File: src/rtl/tile_overlay_if.sv
// vga_if: VGA timing bundle passed between the pipeline stages.
//   hcount, vcount : 11-bit pixel position
//   hsync, vsync   : sync pulses
//   hblnk, vblnk   : blanking flags
//   rgb            : 12-bit colour
// Modport "in" is for the upstream side of a stage and "out" for the downstream side.
interface vga_if;
   logic [10:0] hcount;
   logic [10:0] vcount;
   logic        hsync;
   logic        vsync;
   logic        hblnk;
   logic        vblnk;
   logic [11:0] rgb;

   modport in  (input  hcount, vcount, hsync, vsync, hblnk, vblnk, rgb);
   modport out (output hcount, vcount, hsync, vsync, hblnk, vblnk, rgb);
endinterface

File: src/rtl/tile_overlay.sv
// tile_overlay: draws up to N_OBJ rectangular, tile-textured objects onto the
// VGA stream. Objects come from a runtime-written descriptor table that is
// double-buffered. The shadow copy is written through the cfg port. The active
// copy is loaded from the shadow at a vblnk rising edge, after a commit.
// The stage drives a synchronous tile ROM and adds a fixed 3-cycle latency.
//
// Ports:
//   clk, rst         clock; synchronous active-high reset
//   enable           0 = pure pass-through (still delayed by 3 cycles)
//   cfg_valid/ready  descriptor write handshake
//   cfg_idx, cfg_*   descriptor index and fields
//   cfg_commit       request a shadow->active swap at the next vblnk rise
//   cfg_pending      commit requested, swap not yet done
//   rgb_pixel        tile ROM data (one cycle after pixel_addr)
//   pixel_addr       tile ROM address {row, col}
//   in / out         vga_if timing and colour, input and output
module tile_overlay #(
   parameter int          N_OBJ       = 8,
   parameter int          TILE_W_LOG2 = 5,
   parameter int          TILE_H_LOG2 = 5,
   parameter logic [11:0] KEY_RGB     = 12'hF0F,
   parameter logic [11:0] BLANK_RGB   = 12'h888,
   localparam int         IDX_W       = (N_OBJ > 1) ? $clog2(N_OBJ) : 1,
   localparam int         AW          = TILE_H_LOG2 + TILE_W_LOG2
) (
   input  logic                   clk,
   input  logic                   rst,
   input  logic                   enable,
   input  logic                   cfg_valid,
   output logic                   cfg_ready,
   input  logic [IDX_W-1:0]       cfg_idx,
   input  logic                   cfg_en,
   input  logic [10:0]            cfg_hstart,
   input  logic [10:0]            cfg_vstart,
   input  logic [10:0]            cfg_width,
   input  logic [10:0]            cfg_height,
   input  logic [TILE_W_LOG2-1:0] cfg_xoff,
   input  logic                   cfg_commit,
   output logic                   cfg_pending,
   input  logic [11:0]            rgb_pixel,
   output logic [AW-1:0]          pixel_addr,
   vga_if.in                      in,
   vga_if.out                     out
);

   typedef struct packed {
      logic                   en;
      logic [10:0]            hstart;
      logic [10:0]            vstart;
      logic [10:0]            width;
      logic [10:0]            height;
      logic [TILE_W_LOG2-1:0] xoff;
   } desc_t;

   typedef struct packed {
      logic [10:0] hcount;
      logic [10:0] vcount;
      logic        hsync;
      logic        vsync;
      logic        hblnk;
      logic        vblnk;
      logic [11:0] rgb;
   } vga_t;

   localparam logic [IDX_W:0] N_OBJ_L = (IDX_W+1)'(N_OBJ);

   desc_t r_shadow [N_OBJ];
   desc_t r_active [N_OBJ];

   logic r_prev_vblnk;
   logic r_cfg_pending;
   logic r_cfg_ready;

   logic w_vblnk_rise;
   logic w_swap;
   logic w_pending_nxt;
   logic w_cfg_fire;

   logic                   w_hit;
   logic [TILE_H_LOG2-1:0] w_row;
   logic [TILE_W_LOG2-1:0] w_col;

   vga_t          r_s1, r_s2;
   logic          r_hit1, r_hit2;
   logic [AW-1:0] r_pixel_addr;

   assign cfg_ready   = r_cfg_ready;
   assign cfg_pending = r_cfg_pending;
   assign pixel_addr  = r_pixel_addr;

   // Handshake: a descriptor write is taken on any edge where cfg_valid and
   // cfg_ready are both high. cfg_ready is low for as long as a commit is
   // pending, so the shadow table stays frozen until the swap has copied it.
   assign w_cfg_fire    = cfg_valid & r_cfg_ready;
   assign w_vblnk_rise  = in.vblnk & ~r_prev_vblnk;
   assign w_swap        = r_cfg_pending & w_vblnk_rise;
   // A commit that arrives on the rising edge itself only sets pending. The
   // swap therefore waits for the next frame and never tears this one.
   assign w_pending_nxt = w_swap ? 1'b0 :
                          (cfg_commit & ~r_cfg_pending) ? 1'b1 : r_cfg_pending;

   always_ff @(posedge clk) begin
      if (rst) begin
         r_prev_vblnk  <= 1'b0;
         r_cfg_pending <= 1'b0;
         r_cfg_ready   <= 1'b0;
         for (int i = 0; i < N_OBJ; i++) begin
            r_shadow[i] <= '0;
            r_active[i] <= '0;
         end
      end else begin
         r_prev_vblnk  <= in.vblnk;
         r_cfg_pending <= w_pending_nxt;
         r_cfg_ready   <= ~w_pending_nxt;
         if (w_swap) begin
            for (int i = 0; i < N_OBJ; i++) r_active[i] <= r_shadow[i];
         end
         // Indices past the table are accepted but dropped.
         if (w_cfg_fire && ({1'b0, cfg_idx} < N_OBJ_L)) begin
            r_shadow[cfg_idx] <= '{cfg_en, cfg_hstart, cfg_vstart,
                                   cfg_width, cfg_height, cfg_xoff};
         end
      end
   end

   // Hit test. The loop scans downwards, so the lowest index is written last
   // and wins. Bounds are summed at 12 bits, so an object at the right or
   // bottom edge of the screen does not wrap back to zero.
   always_comb begin
      w_hit = 1'b0;
      w_row = '0;
      w_col = '0;
      for (int i = N_OBJ - 1; i >= 0; i--) begin
         if (r_active[i].en &&
             ({1'b0, in.vcount} >= {1'b0, r_active[i].vstart}) &&
             ({1'b0, in.vcount} < ({1'b0, r_active[i].vstart} + {1'b0, r_active[i].height})) &&
             ({1'b0, in.hcount} >= {1'b0, r_active[i].hstart}) &&
             ({1'b0, in.hcount} < ({1'b0, r_active[i].hstart} + {1'b0, r_active[i].width}))) begin
            w_hit = 1'b1;
            // Truncation to the tile size makes the texture repeat.
            w_row = TILE_H_LOG2'(in.vcount - r_active[i].vstart);
            w_col = TILE_W_LOG2'(in.hcount - r_active[i].hstart + 11'(r_active[i].xoff));
         end
      end
   end

   // Pipeline: stage 1 registers the ROM address, stage 2 waits for the ROM,
   // and stage 3 selects the colour.
   always_ff @(posedge clk) begin
      if (rst) begin
         r_pixel_addr <= '0;
         r_hit1       <= 1'b0;
         r_hit2       <= 1'b0;
         r_s1         <= '0;
         r_s2         <= '0;
         out.hcount   <= '0;
         out.vcount   <= '0;
         out.hsync    <= 1'b0;
         out.vsync    <= 1'b0;
         out.hblnk    <= 1'b0;
         out.vblnk    <= 1'b0;
         out.rgb      <= '0;
      end else begin
         if (w_hit) r_pixel_addr <= {w_row, w_col};
         r_hit1 <= w_hit & enable;
         r_s1   <= {in.hcount, in.vcount, in.hsync, in.vsync, in.hblnk, in.vblnk, in.rgb};
         r_hit2 <= r_hit1;
         r_s2   <= r_s1;

         out.hcount <= r_s2.hcount;
         out.vcount <= r_s2.vcount;
         out.hsync  <= r_s2.hsync;
         out.vsync  <= r_s2.vsync;
         out.hblnk  <= r_s2.hblnk;
         out.vblnk  <= r_s2.vblnk;
         if (r_s2.hblnk | r_s2.vblnk)
            out.rgb <= BLANK_RGB;
         else if (!r_hit2 || (rgb_pixel == KEY_RGB))
            out.rgb <= r_s2.rgb;
         else
            out.rgb <= rgb_pixel;
      end
   end

endmodule

File: src/flat_wrapper.sv
// flat-port wrapper written by rule: the top's interface ports become plain ports
module tile_overlay_flat 
#(
   parameter int          N_OBJ       = 8,
   parameter int          TILE_W_LOG2 = 5,
   parameter int          TILE_H_LOG2 = 5,
   parameter logic [11:0] KEY_RGB     = 12'hF0F,
   parameter logic [11:0] BLANK_RGB   = 12'h888,
   localparam int         IDX_W       = (N_OBJ > 1) ? $clog2(N_OBJ) : 1,
   localparam int         AW          = TILE_H_LOG2 + TILE_W_LOG2
)
  (clk, rst, enable, cfg_valid, cfg_ready, cfg_idx, cfg_en, cfg_hstart, cfg_vstart, cfg_width, cfg_height, cfg_xoff, cfg_commit, cfg_pending, rgb_pixel, pixel_addr, in_hcount, in_vcount, in_hsync, in_vsync, in_hblnk, in_vblnk, in_rgb, out_hcount, out_vcount, out_hsync, out_vsync, out_hblnk, out_vblnk, out_rgb);
  vga_if in_i ();
  vga_if out_i ();
  input  logic clk;
  input  logic rst;
  input  logic enable;
  input  logic cfg_valid;
  output logic cfg_ready;
  input  logic [IDX_W-1:0] cfg_idx;
  input  logic cfg_en;
  input  logic [10:0] cfg_hstart;
  input  logic [10:0] cfg_vstart;
  input  logic [10:0] cfg_width;
  input  logic [10:0] cfg_height;
  input  logic [TILE_W_LOG2-1:0] cfg_xoff;
  input  logic cfg_commit;
  output logic cfg_pending;
  input  logic [11:0] rgb_pixel;
  output logic [AW-1:0] pixel_addr;
  input wire logic [$bits(in_i.hcount)-1:0] in_hcount;
  input wire logic [$bits(in_i.vcount)-1:0] in_vcount;
  input wire logic [$bits(in_i.hsync)-1:0] in_hsync;
  input wire logic [$bits(in_i.vsync)-1:0] in_vsync;
  input wire logic [$bits(in_i.hblnk)-1:0] in_hblnk;
  input wire logic [$bits(in_i.vblnk)-1:0] in_vblnk;
  input wire logic [$bits(in_i.rgb)-1:0] in_rgb;
  output wire logic [$bits(out_i.hcount)-1:0] out_hcount;
  output wire logic [$bits(out_i.vcount)-1:0] out_vcount;
  output wire logic [$bits(out_i.hsync)-1:0] out_hsync;
  output wire logic [$bits(out_i.vsync)-1:0] out_vsync;
  output wire logic [$bits(out_i.hblnk)-1:0] out_hblnk;
  output wire logic [$bits(out_i.vblnk)-1:0] out_vblnk;
  output wire logic [$bits(out_i.rgb)-1:0] out_rgb;
  assign in_i.hcount = in_hcount;
  assign in_i.vcount = in_vcount;
  assign in_i.hsync = in_hsync;
  assign in_i.vsync = in_vsync;
  assign in_i.hblnk = in_hblnk;
  assign in_i.vblnk = in_vblnk;
  assign in_i.rgb = in_rgb;
  assign out_hcount = out_i.hcount;
  assign out_vcount = out_i.vcount;
  assign out_hsync = out_i.hsync;
  assign out_vsync = out_i.vsync;
  assign out_hblnk = out_i.hblnk;
  assign out_vblnk = out_i.vblnk;
  assign out_rgb = out_i.rgb;
  tile_overlay #(.N_OBJ(N_OBJ), .TILE_W_LOG2(TILE_W_LOG2), .TILE_H_LOG2(TILE_H_LOG2), .KEY_RGB(KEY_RGB), .BLANK_RGB(BLANK_RGB)) u_core (.clk(clk), .rst(rst), .enable(enable), .cfg_valid(cfg_valid), .cfg_ready(cfg_ready), .cfg_idx(cfg_idx), .cfg_en(cfg_en), .cfg_hstart(cfg_hstart), .cfg_vstart(cfg_vstart), .cfg_width(cfg_width), .cfg_height(cfg_height), .cfg_xoff(cfg_xoff), .cfg_commit(cfg_commit), .cfg_pending(cfg_pending), .rgb_pixel(rgb_pixel), .pixel_addr(pixel_addr), .in(in_i), .out(out_i));
endmodule
File: config.mk
export PLATFORM = sky130hd
export DESIGN_NAME = tile_overlay_flat
export DESIGN_NICKNAME = d
export VERILOG_FILES = /design/src/rtl/tile_overlay_if.sv /design/src/rtl/tile_overlay.sv /design/src/flat_wrapper.sv
export SDC_FILE = /design/constraint.sdc
export NUM_CORES = 2
export LEC_CHECK = 0
export CAP_MARGIN = 25
export CORE_ASPECT_RATIO = 1.25
export CORE_MARGIN = 4
export CORE_UTILIZATION = 40
export DETAILED_ROUTE_END_ITERATION = 7
export GPL_TIMING_DRIVEN = 0
export PLACE_DENSITY_LB_ADDON = 0.1
export SETUP_SLACK_MARGIN = 0.2
export SLEW_MARGIN = 20
export SYNTH_ARGS = -nofsm -noshare
export SYNTH_HDL_FRONTEND = slang
export SYNTH_SLANG_ARGS = --single-unit
File: constraint.sdc
create_clock -name clk -period 12.9 [get_ports clk]
set_clock_uncertainty 0.1 [all_clocks]
set_input_delay 1.29 -clock clk [delete_from_list [all_inputs] [get_ports clk]]
set_output_delay 1.29 -clock clk [all_outputs]
set_load 0.01 [all_outputs]
### Word level (Yosys, flattened, before mapping)

Memories as Yosys holds them, arrays and structs flattened.
Cells that the tools add are included.

| word-level totals | value |
|---|---|
| bits in writable memories | 800 |
| flip-flop bits (word level) | 128 |
| logic and storage cells | 202 |
| output and inout port bits | 50 |
| memories kept | 2 |
| bits of input ports | 108 |

| operators by class | value |
|---|---|
| reduce and logical (&&, ||, !) cells | 36 |
| bitwise logic cells | 17 |
| equal/unequal tests | 1 |
| order comparisons | 32 |
| multiplexer cells | 47 |
| add/subtract/negate cells | 40 |

Memories:

| name | depth | width | rd ports | clocked after memory_dff | wr ports | line | source |
|---|---|---|---|---|---|---|---|
| u_core.r_active | 8 | 50 | 8 | 0 | 8 | tile_overlay.sv:68 | `desc_t r_active [N_OBJ];` |
| u_core.r_shadow | 8 | 50 | 8 | 0 | 8 | tile_overlay.sv:67 | `desc_t r_shadow [N_OBJ];` |

Operators by type and width:

| cell | count |
|---|---|
| $mux W50 | 9 |
| $add A11 B11 Y12 | 16 |
| $lt A11 B12 Y1 | 16 |
| $ge A11 B11 Y1 | 16 |
| $mux W5 | 16 |
| $sub A5 B5 Y5 | 16 |
| $reduce_or A50 Y1 | 1 |
| $add A5 B5 Y5 | 8 |
| $logic_and A1 B1 Y1 | 32 |
| $mux W12 | 2 |
| $mux W1 | 19 |
| $eq A12 B12 Y1 const B | 1 |
| $or A1 B1 Y1 | 9 |
| $and A1 B1 Y1 | 5 |
| $mux W3 | 1 |
| $not A1 Y1 | 3 |
| $reduce_or A2 Y1 | 1 |
| $logic_not A1 Y1 | 1 |
| $logic_or A1 B1 Y1 | 1 |

### Longest topological paths before layout

| logic depth | value |
|---|---|
| depth in word-level cells | 14 |
| gate-level depth with buffers | 25 |
| gate-level depth less buffers | 24 |

### Worst setup path before layout

OpenSTA, ideal clock, no wires.

| timing path | value |
|---|---|
| kind | input -> register |
| start | input port rst |
| end | memory u_core.r_active[0][0] (netlist bit) (enable) |
| required time | 9.867 ns |
| buffers on the path | 2 |
| arrival | 8.222 ns |
| slack | 1.645 ns |
| stages on the path | 4 |
| setup time | 2.933 ns |
| cells stage by stage | clkbuf_1 -> inv_1 -> clkbuf_1 -> nand2_1 |

RTL lines:

| item | line | source |
|---|---|---|
| start: declaration | flat_wrapper.sv:16 | `input logic rst;` |
| end: declaration | tile_overlay.sv:68 |  |

==> qor.txt <==
Yosys reg bits: 928
RSZ-0062 raised after global routing: false
Post-CTS Hold Fix Bufs: 0
final hold vios: 0
Root Driver: clkbuf_16
metal2 WL: 72900 um
Post-synth EDFFs: 800
Max VDD drop: 0.0000909 V
average cell area after synthesis: 11.8 um^2
CTS max path bufs: 3
Port-buffer cells: 156
post-DP HPWL: 109000 um
Area Overhead vs Synth: 15.7%
final WL: 145000 um
Worst setup EP type: flip-flop
largest net degree at the start of global routing: 53
Compound-Gate Fraction of Synth Area: 9.47%
total clock sinks: 928
total gr overflow: 0
reg2reg setup slack: 6490 ps
Hold WC Path Type: reg -> reg
drt pass-1 iters: 5
Area after DPL: 55700 um^2
Worst Path Arrival: 6900 ps
Yosys warnings: 0
ranking of synthesized cells by area: edfxtp_1 47%, ha_1 14%, and2_1 8.6%
kind of critical path: reg -> reg
CP required: 13390 ps
Post-Synth XOR/XNOR Area: 3.26%
max-slew violations: 0
accumulated negative setup slack: 0 ps
DR WL/cell: 22.5 um
post-synthesis adder-cell area fraction: 15.7%
PostCTS Resize Cnt: 0
final net count: 5355
CTS tree: yes
max-cap check violation count: 0
core region area: 127000 um^2
global-route wire length before repair: 210000 um
Final Instance Area: 59200 um^2
Synth top cells by count: 800 x edfxtp_1, 703 x and2_1, 552 x ha_1, 347 x inv_1, 242 x nor2b_1
GPL Wtd Cong: 0.861
sequential power share: 44.6%
synthesized area: 51100 um^2
Antenna Nets Post-Route: 0
Distinct cells, synth: 89
Slew Limit Headroom: 27.6%
Sw Share: 26.8%
Worst R2R Start: u_core.r_active[0][127]
uppermost routed layer: met4
Min Clock Period, post-route: 6410 ps
Psw: 2100 uW
Synth Area in Simple Gates: 16.0%
Crit. Startpoint: u_core.r_active[0][127]
layout cell share with drive strength beyond 1: 5.53%
H-tree depth: 3
outcome: finished clean
final setup vio count: 0
met3 wire length: 8160 um
ys async rst share: 0%
CTS buffer count: 100
Starting Density: 40.3%
fmax: 0.156 GHz
commonest register cell after synthesis: edfxtp_1
Power per Cell Area: 132 nW/um^2
Total GRT Usage: 21.7%
Vias: 32900
min-delay src: u_core.r_s2[15]
worst slew pin tran: 1080 ps
Internal Power: 5730 uW
routed vias/inst: 5.11
clock-pin slew of the registers on the worst-case setup and hold paths: 60 ps
post-layout util: 46.7%
post-synthesis sequential area ratio: 52.0%
largest family of logic cells by synthesized area: simple AND/OR/NAND/NOR gates
die area: 134000 um^2
Die Width: 328 um
Post-Place Cells: 6239
post-synthesis cell count: 4344
initial antenna violation count: 33
IO Count: 158
Setup Fix Bufs, Post-CTS: 0
Post-Layout Cell Count: 6449
critical path peak fanout: 6
met1 wire length: 58700 um
cell taking the most area after synthesis: edfxtp_1
multiplexer area fraction after synthesis: 0.176%
clock share of power: 38.4%
top cell type's share of synthesized area: 47.0%
row cnt: 146
Tcrit/Tclk final: 49.7%
final worst slack: 6490 ps
most frequent cell after synthesis: edfxtp_1
dpl ws: 6260 ps
chip height: 408 um
1st-iter DRT viols: 1990
Mapped Nets: 5060
P_leak: 0.0242 uW
vias in the first global route: 32600
Startpoint Class: flip-flop
Logic pwr share: 17.0%
worst skew pair latency: 710 ps
# DRC: 0
## state kept, by name, indices dropped and copies added (netlist names), 10 cells and up
| signal | count |
|---|---|
| u_core.r_active | 400 |
| u_core.r_shadow | 400 |
| u_core.r_s2 | 38 |
| u_core.r_s1 | 37 |
| u_core.out.rgb | 12 |
| u_core.out.hcount | 11 |
| u_core.out.vcount | 11 |
| u_core.pixel_addr | 10 |
## critical path: stages (launching register included)
cell and delay, ps:
edfxtp_1 420, ha_1 250, fa_1 410, a21o_1 170
a21oi_1 220, o21bai_1 90, a21oi_1 250, nor2b_1 80
o21a_1 180, o21ai_0 210, nand2b_1 80, a21oi_1 170
xor2_1 190, ha_1 270, o2111ai_1 220, a21oi_1 70
a32oi_1 440, o32ai_2 240, o21bai_1 890, nor3_4 170
a21oi_1 740, and3_1 330, a31oi_1 90
## cell usage in the layout (no fill, tap or decap), types with 81 or more instances in the layout
master	n
edfxtp_1	800
and2_1	703
ha_1	552
inv_1	347
nor2b_1	242
a21oi_1	229
o21ai_0	159
clkdlybuf4s50_1	135
dfxtp_1	128
clkbuf_1	124
nor2_1	112
xor2_1	107
nand2_1	106
clkbuf_16	104
xnor2_1	83
a21o_1	81
## kinds of logic (layout without fill, tap and decap cells)
| logic type | count (synthesis) | count (layout) |
|---|---|---|
| compound gates | 757 | 757 |
| mux | 9 | 9 |
| xor+xnor | 190 | 190 |
| flops | 928 | 928 |
| buf+inv | 460 | 839 |
| other cells | 0 | 24 |
| simple gates | 1392 | 1392 |
| fa+ha+maj | 608 | 608 |
## per-stage QoR
step | power [uW] | hold WS (ps)
2_1_floorplan | 4410 | 314
3_3_place_gp | 4910 | 317
3_5_place_dp | 4900 | 320
4_1_cts | 7930 | 318
5_1_grt | 8210 | 340
6_report | 7840 | 319
## final cells by class
class | instances | area (um^2)
inverter | 348 | 1310
clock inverter | 56 | 681
timing repair buffer | 193 | 2320
tap | 1702 | 2130
buffer | 112 | 440
sequential | 928 | 26600
clock buffer | 130 | 2750
antenna | 24 | 60.1
fill | 11600 | 67600
multi-input combinational | 2956 | 22900
## final timing paths
check | to | depth (start not counted)
worst max-delay path | u_core.pixel_addr[7] | 22
worst min-delay path | u_core.out.hsync | 1
worst max register to register | u_core.pixel_addr[7] | 22
worst min register to register | u_core.out.hsync | 1
## power groups by stage
stage                     Sequential, uW  Combinational [uW]  Clock, uW
after detailed placement            3560                1340          0
after floorplan                     3570                 838          0
final                               3500                1330       3010
after global routing                3510                1490       3210
after CTS                           3500                1350       3090
after global placement              3620                1280          0
## per-layer routing
layer	global-route usage, %	vias to the layer above
met2	38.4	885
met3	2.66	198
met4	7.97	0
li1	-	16000
met5	0	-
met1	27.1	15800
(Power assumes the default switching activity.)
